$ cat config.mk
export PLATFORM = sky130hd
export DESIGN_NAME = risc_control
export DESIGN_NICKNAME = d
export VERILOG_FILES = /design/src/rtl/risc_control.sv
export SDC_FILE = /design/constraint.sdc
export NUM_CORES = 1
export LEC_CHECK = 0
export BUFFER_PORTS_ARGS = -buffer_cell sky130_fd_sc_hd__buf_2
export CAP_MARGIN = 40
export CORE_AREA = 2 2 95 143
export DETAILED_ROUTE_END_ITERATION = 8
export DIE_AREA = 0 0 97 145
export GPL_ROUTABILITY_DRIVEN = 0
export GPL_TIMING_DRIVEN = 0
export HOLD_SLACK_MARGIN = 0.15
export SYNTH_ARGS = -nofsm -noshare
export SYNTH_HDL_FRONTEND = slang
export SYNTH_SLANG_ARGS = --single-unit
$ cat constraint.sdc
create_clock -name clk -period 4.6 [get_ports clk]
set_input_delay 0.92 -clock clk [delete_from_list [all_inputs] [get_ports clk]]
set_output_delay 0.92 -clock clk [all_outputs]
set_load 0.01 [all_outputs]
$ cat src/rtl/risc_control.sv
// RiSC-16 multi-cycle sequencer: owns PC/IR, fetches over a ready-handshaked
// memory port and drives ALU strobes, operand selects and register-file control.
module risc_control (
    input  logic        clk,
    input  logic        rst,
    input  logic        mem_ready,
    input  logic [15:0] mem_rdata,
    output logic        mem_req,
    output logic        mem_we,
    output logic [15:0] mem_addr,
    output logic [15:0] mem_wdata,
    input  logic [15:0] rf_rdata1,
    input  logic [15:0] rf_rdata2,
    input  logic [15:0] alu_out,
    input  logic        eq_out,
    output logic        ADD,
    output logic        NAND,
    output logic        PASS1,
    output logic        EQ,
    output logic [1:0]  src1_sel,
    output logic [1:0]  src2_sel,
    output logic [2:0]  rf_raddr1,
    output logic [2:0]  rf_raddr2,
    output logic [2:0]  rf_waddr,
    output logic        rf_we,
    output logic [1:0]  rf_wsel,
    output logic [15:0] pc,
    output logic [15:0] pc_plus1,
    output logic [15:0] instr,
    output logic        halted
);

    typedef enum logic [2:0] {
        S_FETCH,
        S_DECODE,
        S_EXEC,
        S_MEM,
        S_HALT
    } state_t;

    typedef enum logic [2:0] {
        OP_ADD  = 3'd0,
        OP_ADDI = 3'd1,
        OP_NAND = 3'd2,
        OP_LUI  = 3'd3,
        OP_SW   = 3'd4,
        OP_LW   = 3'd5,
        OP_BEQ  = 3'd6,
        OP_JALR = 3'd7
    } opcode_t;

    localparam logic [1:0] SRC1_RF   = 2'd0;
    localparam logic [1:0] SRC1_LUI  = 2'd2;
    localparam logic [1:0] SRC2_RF   = 2'd0;
    localparam logic [1:0] SRC2_SIMM = 2'd1;
    localparam logic [1:0] WSEL_ALU  = 2'd0;
    localparam logic [1:0] WSEL_MEM  = 2'd1;
    localparam logic [1:0] WSEL_PC   = 2'd2;

    state_t      state, state_next;
    opcode_t     op;
    logic [2:0]  ra, rb, rc;
    logic [15:0] simm_ext;
    logic        is_halt;
    logic [15:0] pc_next;
    logic [15:0] addr_q, addr_next;
    logic        ir_load;
    logic        we_raw;

    assign op       = opcode_t'(instr[15:13]);
    assign ra       = instr[12:10];
    assign rb       = instr[9:7];
    assign rc       = instr[2:0];
    assign simm_ext = {{9{instr[6]}}, instr[6:0]};
    assign is_halt  = (op == OP_JALR) && (instr[6:0] != 7'd0);

    // Register-file addressing is purely a function of the IR.
    assign rf_raddr1 = rb;
    assign rf_raddr2 = (op == OP_SW || op == OP_BEQ) ? ra : rc;
    assign rf_waddr  = ra;
    assign mem_wdata = rf_rdata2;
    assign halted    = (state == S_HALT);

    // NOTE: every signal gets a default before the case so no path leaves one unassigned (no latches).
    always_comb begin
        state_next = state;
        pc_next    = pc;
        addr_next  = addr_q;
        ir_load    = 1'b0;
        we_raw     = 1'b0;
        mem_req    = 1'b0;
        mem_we     = 1'b0;
        mem_addr   = pc;
        ADD        = 1'b0;
        NAND       = 1'b0;
        PASS1      = 1'b0;
        EQ         = 1'b0;
        src1_sel   = SRC1_RF;
        src2_sel   = SRC2_RF;
        rf_wsel    = WSEL_ALU;

        case (state)
            S_FETCH: begin
                mem_req = 1'b1;
                if (mem_ready) begin
                    ir_load    = 1'b1;
                    state_next = S_DECODE;
                end
            end

            S_DECODE: state_next = S_EXEC;

            S_EXEC: begin
                case (op)
                    OP_ADD, OP_ADDI, OP_NAND, OP_LUI: begin
                        ADD        = (op == OP_ADD) || (op == OP_ADDI);
                        NAND       = (op == OP_NAND);
                        PASS1      = (op == OP_LUI);
                        src1_sel   = (op == OP_LUI)  ? SRC1_LUI  : SRC1_RF;
                        src2_sel   = (op == OP_ADDI) ? SRC2_SIMM : SRC2_RF;
                        we_raw     = 1'b1;
                        pc_next    = pc_plus1;
                        state_next = S_FETCH;
                    end
                    OP_SW, OP_LW: begin
                        // Effective address is captured here so the MEM phase
                        // is immune to later changes on the ALU inputs.
                        ADD        = 1'b1;
                        src2_sel   = SRC2_SIMM;
                        addr_next  = alu_out;
                        state_next = S_MEM;
                    end
                    OP_BEQ: begin
                        EQ         = 1'b1;
                        pc_next    = eq_out ? (pc_plus1 + simm_ext) : pc_plus1;
                        state_next = S_FETCH;
                    end
                    OP_JALR: begin
                        if (is_halt) begin
                            pc_next    = pc_plus1;
                            state_next = S_HALT;
                        end else begin
                            we_raw     = 1'b1;
                            rf_wsel    = WSEL_PC;
                            pc_next    = rf_rdata1;
                            state_next = S_FETCH;
                        end
                    end
                endcase
            end

            S_MEM: begin
                mem_req  = 1'b1;
                mem_addr = addr_q;
                mem_we   = (op == OP_SW);
                if (mem_ready) begin
                    if (op == OP_LW) begin
                        we_raw  = 1'b1;
                        rf_wsel = WSEL_MEM;
                    end
                    pc_next    = pc_plus1;
                    state_next = S_FETCH;
                end
            end

            S_HALT: state_next = S_HALT;

            default: state_next = S_FETCH;
        endcase

        // r0 is hardwired zero; reset silences every request and strobe.
        rf_we = we_raw && (ra != 3'd0) && !rst;
        if (rst) begin
            mem_req = 1'b0;
            mem_we  = 1'b0;
            ADD     = 1'b0;
            NAND    = 1'b0;
            PASS1   = 1'b0;
            EQ      = 1'b0;
        end
    end

    // NOTE: sequential state uses non-blocking assignments so all registers update from pre-edge values.
    always_ff @(posedge clk) begin
        if (rst) begin
            state    <= S_FETCH;
            pc       <= 16'h0000;
            pc_plus1 <= 16'h0000;
            instr    <= 16'h0000;
            addr_q   <= 16'h0000;
        end else begin
            state  <= state_next;
            pc     <= pc_next;
            addr_q <= addr_next;
            if (ir_load) begin
                instr    <= mem_rdata;
                pc_plus1 <= pc + 16'd1;
            end
        end
    end

endmodule

==> results of run 1 <==
worst paths after layout:
path | slack (ps) | end
max reg2reg | 1680 | pc[12]$_SDFFE_PP0P_
max | 1030 | mem_addr[10]
min | 450 | addr_q[8]$_SDFFE_PP0P_
min reg2reg | 450 | addr_q[8]$_SDFFE_PP0P_
critical path, cell delays in order (launching register included):
cell      delay, ps
dfxtp_1         300
clkbuf_1        210
nand3b_1        200
buf_1           500
buf_1           540
mux2_2          420
buf_2           140
state kept, by name (all words and copies together), names as in the netlist:
name / count
pc_plus1: 16
state: 3
pc: 16
instr: 16
addr_q: 16
metal layers:
metal	wire length [um]	share of wire	vias up	global-route usage
li1	-	-	2371	-
met4	938	0.060	0	0.1430
met2	7873	0.50	205	0.3753
met3	922	0.059	50	0.04287
met5	0	0	-	0
met1	5928	0.38	2252	0.2313
report_power, final:
part	switching, mW	internal [mW]	total, mW
Sequential	0.0530	0.613	0.666
Combinational	0.209	0.151	0.360
Clock	0.272	0.436	0.709
Total	0.534	1.20	1.73
cells in the final DEF, fill, tap and decap left out, types with 7 or more instances in the layout:
cell / instances
inv_1: 7
dfxtp_1: 67
clkbuf_1: 34
nor2_1: 48
nor3_1: 16
nand3_1: 9
nand2b_1: 7
o21ai_0: 22
xor2_1: 14
clkbuf_16: 9
buf_2: 155
a211oi_1: 11
a221oi_1: 10
mux2_2: 19
and3_1: 7
buf_4: 24
nand2_1: 95
ha_1: 16
a21oi_1: 57
or3_1: 10
kinds of logic after synthesis:
kind of cell	count (synthesis)	synth area share
AND/OR/NAND/NOR	225	0.2417
adder cells (fa/ha/maj)	17	0.05004
AO/OA/AOI/OAI	153	0.2278
other	1	0.0008522
multiplexers	22	0.05545
buffers and inverters	71	0.08359
flip-flops	67	0.3048
XOR/XNOR	18	0.03583
area by class of cell:
type,instances,area [um2]
multi-input combinational,437,2695
tap,159,198.9
clock inverter,5,60.06
timing repair buffer,153,768.2
fill,1343,7152
inverter,7,26.28
sequential,67,1341
clock buffer,11,242.7
buffer,64,341.6
stage by stage:
step | cell area [um2] | setup slack (ps)
after floorplan | 4404 | 1973
after global placement | 5364 | 1380
after detailed placement | 5364 | 1354
after CTS | 5667 | 986.5
after global routing | 5674 | 803.8
final | 5674 | 1029
==> impl_results.md, run 1 <==
* Post-DP HPWL at 12350 um
* Pre-Repair DR Iteration Count at 5
* Global-route wire length before repair at around 24000 um
* TritonCTS clock tree: done
* Worst r2r path cells at 8
* Critical Path AT at roughly 2700 ps
* DRC errors left at 0
* Share of cells above drive strength 1 at 0.3051
* Worst slew pin tran at 743.0 ps
* Vias at roughly 5000
* Root Buffer Master: clkbuf_16
* Setup CP Type: reg -> out
* Avg Cell Area, Syn at 7.666 um2
* IO buf count at 152
* Max Cap Violations at 0
* # hold bufs at CTS at 0
* Critical Path Start: state[1]$_SDFFE_PP0P_
* Pwr dens at about 310 nW/um2
* DRT iter0 DRCs at about 340
* GR Overflow Total at 0
* Crit path capture type: output port
* Cell Rows at 51
* Post-cts gate resize count at 0
* Most frequent cell after synthesis: nand2_1
* Worst setup SP type: flip-flop
* Post-Place Cells at 886
* Final Critical Period at roughly 3600 ps
* Worst path required time at between 3000 and 4000 ps
* Die area at 14070 um2
* Sequential element share of the synthesized area at 0.3048
* Avg Vias per Cell at 5.402
* Initial core utilization at 0.3431
* Post-Syn Area at 4400 um2
* Final wirelength at between 15000 and 20000 um
* Final core occ at 0.4424
* Initial antenna violation count at 0
* Ant. Diodes at 0
* Worst-Skew Late Latency at roughly 340 ps
* GRT Total Usage at 0.2148
* Ys flop type: dfxtp_1
* Top post-synthesis cells by area: dfxtp_1 30%, nand2_1 8.1%, a21oi_1 6.5%
* Floorplan core area at 12830 um2
* Final Max Tran Viols at 0
* Drt wl/cell at 17.34 um
* Area Growth Syn to Fin at 28.95%
* Setup violators final at 0
* TritonCTS Buffers at 9
* Mapped Cells at between 500 and 600
* Max VDD drop at approximately 0.20 mV
* Worst hold path class: reg -> reg
* Setup_tns at 0 ps
* H-tree depth at 3
* Register bit count reported by yosys at 67
* Vias in the first global route at around 4600
* Final #Nets at 824
* Post-synth top area cell: dfxtp_1
* Rel. slew slack at 0.5019
* Fmax at approximately 280 MHz
* Post-synth top cells: 95 x nand2_1, 67 x dfxtp_1, 57 x a21oi_1
* Hold path cells at 2
* # IOs at 171
* Period Utilization, post-route at 0.7762
* Area share of the largest cell type after synthesis at 0.3048
* RSZ-0062 raised after global routing: no
* Final std cells w/o fill at between 900 and 1000
* Post-CTS Setup Inserts at 0
* Number of synthesized flops with an enable pin at 0
* Pleak at between 2 and 3 nW
* Post-route ant nets at 0
* Largest net degree at the start of global routing at 14
* Die Ht at around 150 um
* Status: finished clean
* Crit-path max FO at 10
* Sink Count at between 60 and 70
* Synthesis Warnings at 0
* FFs w/ async S/R, synth at 0
* Final setup skew at between 1.5 and 2 ps
* Hold wc startpoint: addr_q[8]$_SDFFE_PP0P_
* CTS max path bufs at 2
* Final hold vios at 0
* Post-synthesis cell type count at 61
* Total chip power at between 1.5 and 2 mW
* Hold slack at approximately 450 ps
* Reg2reg start: pc_plus1[0]$_SDFFE_PP0P_
* Clock transition at path regs at ~60 ps
* Die Wd at between 90 and 100 um
Note: power is estimated with default switching activity, not from simulation.
==> run 2, diff against run 1 <==
- clock period: 4.6 -> 3.4 ns (I/O delays scaled with it)
==> run 2 against run 1 <==
  * Sequential share of layout area hardly changed
  * Highest routed layer unchanged
  * Global-route usage stayed put
  * Critical path type unchanged
  * Count of clock-buffer cells in the layout stayed put
  * Non-clock buffer count stayed put
  * Die area stayed put
  * Final cell count stayed put
==> impl_results.md, run 2 (synthesized netlist as in run 1, its figures left out) <==
* Slowest CP cell: buf_1
* Period Utilization, post-route at 0.9271
* Worst slew pin tran at 730.4 ps (-12.64 ps)
* Initial antenna violation count at 0 (unchanged)
* Pre-Repair DR Iteration Count at 5 (unchanged)
* Pwr dens at 413.6 nW/um2 (+35%)
* Crit-path max cell delay at 500 ps (-40 ps)
* Internal power at 1.624 mW (+35%)
* TritonCTS Buffers at 9 (unchanged)
* Die Ht at 145 um (unchanged)
* Setup_tns at 0 ps (unchanged)
* Fmax at 317.3 MHz
* Drt wl/cell at 17.34 um (about the same)
* Setup CP Type: reg -> out
* Clock power share at 0.409 (about the same)
* Worst path required time at 2720 ps (-960 ps)
* Final setup skew at 1.904 ps (-0.06295 ps)
* Most common cell after layout, fill and taps aside: buf_2
* Rel. slew slack at 0.5104 (+0.008472)
* Final hold vios at 0 (unchanged)
* Vias in the first global route at 4602 (unchanged)
* IO buf count at 152 (unchanged)
* DRC errors left at 0 (unchanged)
* Sequential Power Share at 0.384 (about the same)
* Die area at 14070 um2 (unchanged)
* Largest net degree at the start of global routing at 14 (unchanged)
* Max Cap Violations at 0 (unchanged)
* Sink Count at 67 (unchanged)
* TritonCTS clock tree: done
* Dpl ws at 393.9 ps (-960.0 ps)
* Clock transition at path regs at 60 ps (about the same)
* Net Sw Power at 0.7232 mW (+35%)
* GR Overflow Total at 0 (unchanged)
* Worst hold path class: reg -> reg
* Worst setup SP type: flip-flop
* Post-Place Cells at 886 (unchanged)
* Share of cells above drive strength 1 at 0.3065 (+0.001344)
* Avg Vias per Cell at 5.401 (about the same)
* Ant. Diodes at 0 (unchanged)
* Final Max Tran Viols at 0 (unchanged)
* CP bufs+invs at 4 (unchanged)
* # IOs at 171 (unchanged)
* Root Buffer Master: clkbuf_16
* H-tree depth at 3 (unchanged)
* Total chip power at 2.347 mW (+35%)
* Comb power frac at 0.208 (about the same)
* CTS max path bufs at 2 (unchanged)
* Most frequent cells in the layout: 155 x buf_2, 95 x nand2_1, 67 x dfxtp_1
* RSZ-0062 raised after global routing: no
* Global-route wire length before repair at 24050 um (unchanged)
* Critical Path AT at 2470 ps (-180 ps)
* Cell Rows at 51 (unchanged)
* Delay-heaviest family, CP: buffers and inverters
* Initial core utilization at 0.3431 (unchanged)
* Setup violators final at 0 (unchanged)
* Final WS setup at 247.9 ps (-781.4 ps)
* Floorplan core area at 12830 um2 (unchanged)
* DRT iter0 DRCs at 339 (-0.59%)
* GRT Total Usage at 0.2148 (unchanged)
* Final Critical Period at roughly 3200 ps
* Max VDD drop at 0.2672 mV (+35%)
* Post-route ant nets at 0 (unchanged)
* Crit-path max FO at 10 (unchanged)
* Post-DP HPWL at 12350 um (unchanged)
* Die Wd at 97 um (unchanged)
* Final #Nets at 824 (unchanged)
* Switching portion of total power at 0.3081 (about the same)
* Area Growth Syn to Fin at 28.97% (about the same)
* Post-CTS Setup Inserts at 0 (unchanged)
* Final std cells w/o fill at 903 (unchanged)
* Pleak at 2.541 nW (about the same)
* CP Cell Sequence: clkbuf_1 -> nand3b_1 -> buf_1 -> clkbuf_2 -> mux2_2 -> buf_2
* Status: finished clean
* Final wirelength at 15660 um (about the same)
* Worst-Skew Late Latency at 340 ps (about the same)
* Vias at 4877 (-0.021%)
* Crit path capture type: output port
## run 2: cell types whose count changed in the layout (fill, tap and decap cells not counted)
cell and delta:
buf_1 -1, clkbuf_2 +1
## run 2: power by group through the flow
stage / combinational, mW / sequential [mW] / clock [mW]
after global placement: 0.477 / 0.916 / 0
final: 0.487 / 0.901 / 0.959
after floorplan: 0.290 / 0.908 / 0
after global routing: 0.533 / 0.906 / 1.01
after detailed placement: 0.484 / 0.918 / 0
after CTS: 0.485 / 0.900 / 0.976
## run 2: repair_timing
action / CTS / global route
hold buffers: 0 / 0
hold endpoints to repair: 0 / 0
endpoints found under the setup margin: 0 / 10
resized for setup: 0 / 1
## run 2: worst paths after layout
check / from / endpoint / slack, ps / depth (start not counted)
min: addr_q[8]$_SDFFE_PP0P_ / addr_q[8]$_SDFFE_PP0P_ / 450 / 2
min reg2reg: addr_q[8]$_SDFFE_PP0P_ / addr_q[8]$_SDFFE_PP0P_ / 450 / 2
max: state[1]$_SDFFE_PP0P_ / mem_addr[10] / 250 / 6
max reg2reg: pc_plus1[0]$_SDFFE_PP0P_ / pc[12]$_SDFFE_PP0P_ / 480 / 8
## run 2: worst reg2reg max path, stage by stage (launching register included)
cell      delay (ps)
dfxtp_1          340
ha_1             240
fa_1             410
a21o_1           220
a221oi_1         520
o21ai_0          290
nor3b_1          200
o31ai_1          430
a31oi_1          140
## run 2: cell type report
type / count / area [um2]
clock inverter: 5 / 60.06
multi-input combinational: 437 / 2695
buffer: 64 / 342.8
fill: 1342 / 7151
timing repair buffer: 153 / 768.2
clock buffer: 11 / 242.7
inverter: 7 / 26.28
tap: 159 / 198.9
sequential: 67 / 1341
## run 2: metal layers
metal / vias up / GRT usage / share of wire
li1: 2369 / - / -
met1: 2245 / 0.2313 / 0.38
met2: 211 / 0.3753 / 0.50
met3: 52 / 0.04287 / 0.061
met4: 0 / 0.1430 / 0.062
met5: - / 0 / 0
## run 2: through the flow
stage | cell area [um2] | hold WS, ps | util
6_report | 5675 | 452.4 | 0.4425
5_1_grt | 5675 | 467.0 | 0.4425
4_1_cts | 5667 | 451.9 | 0.4418
3_5_place_dp | 5364 | 443.9 | 0.4182
3_3_place_gp | 5364 | 439.4 | 0.4182
2_1_floorplan | 4404 | 433.8 | -
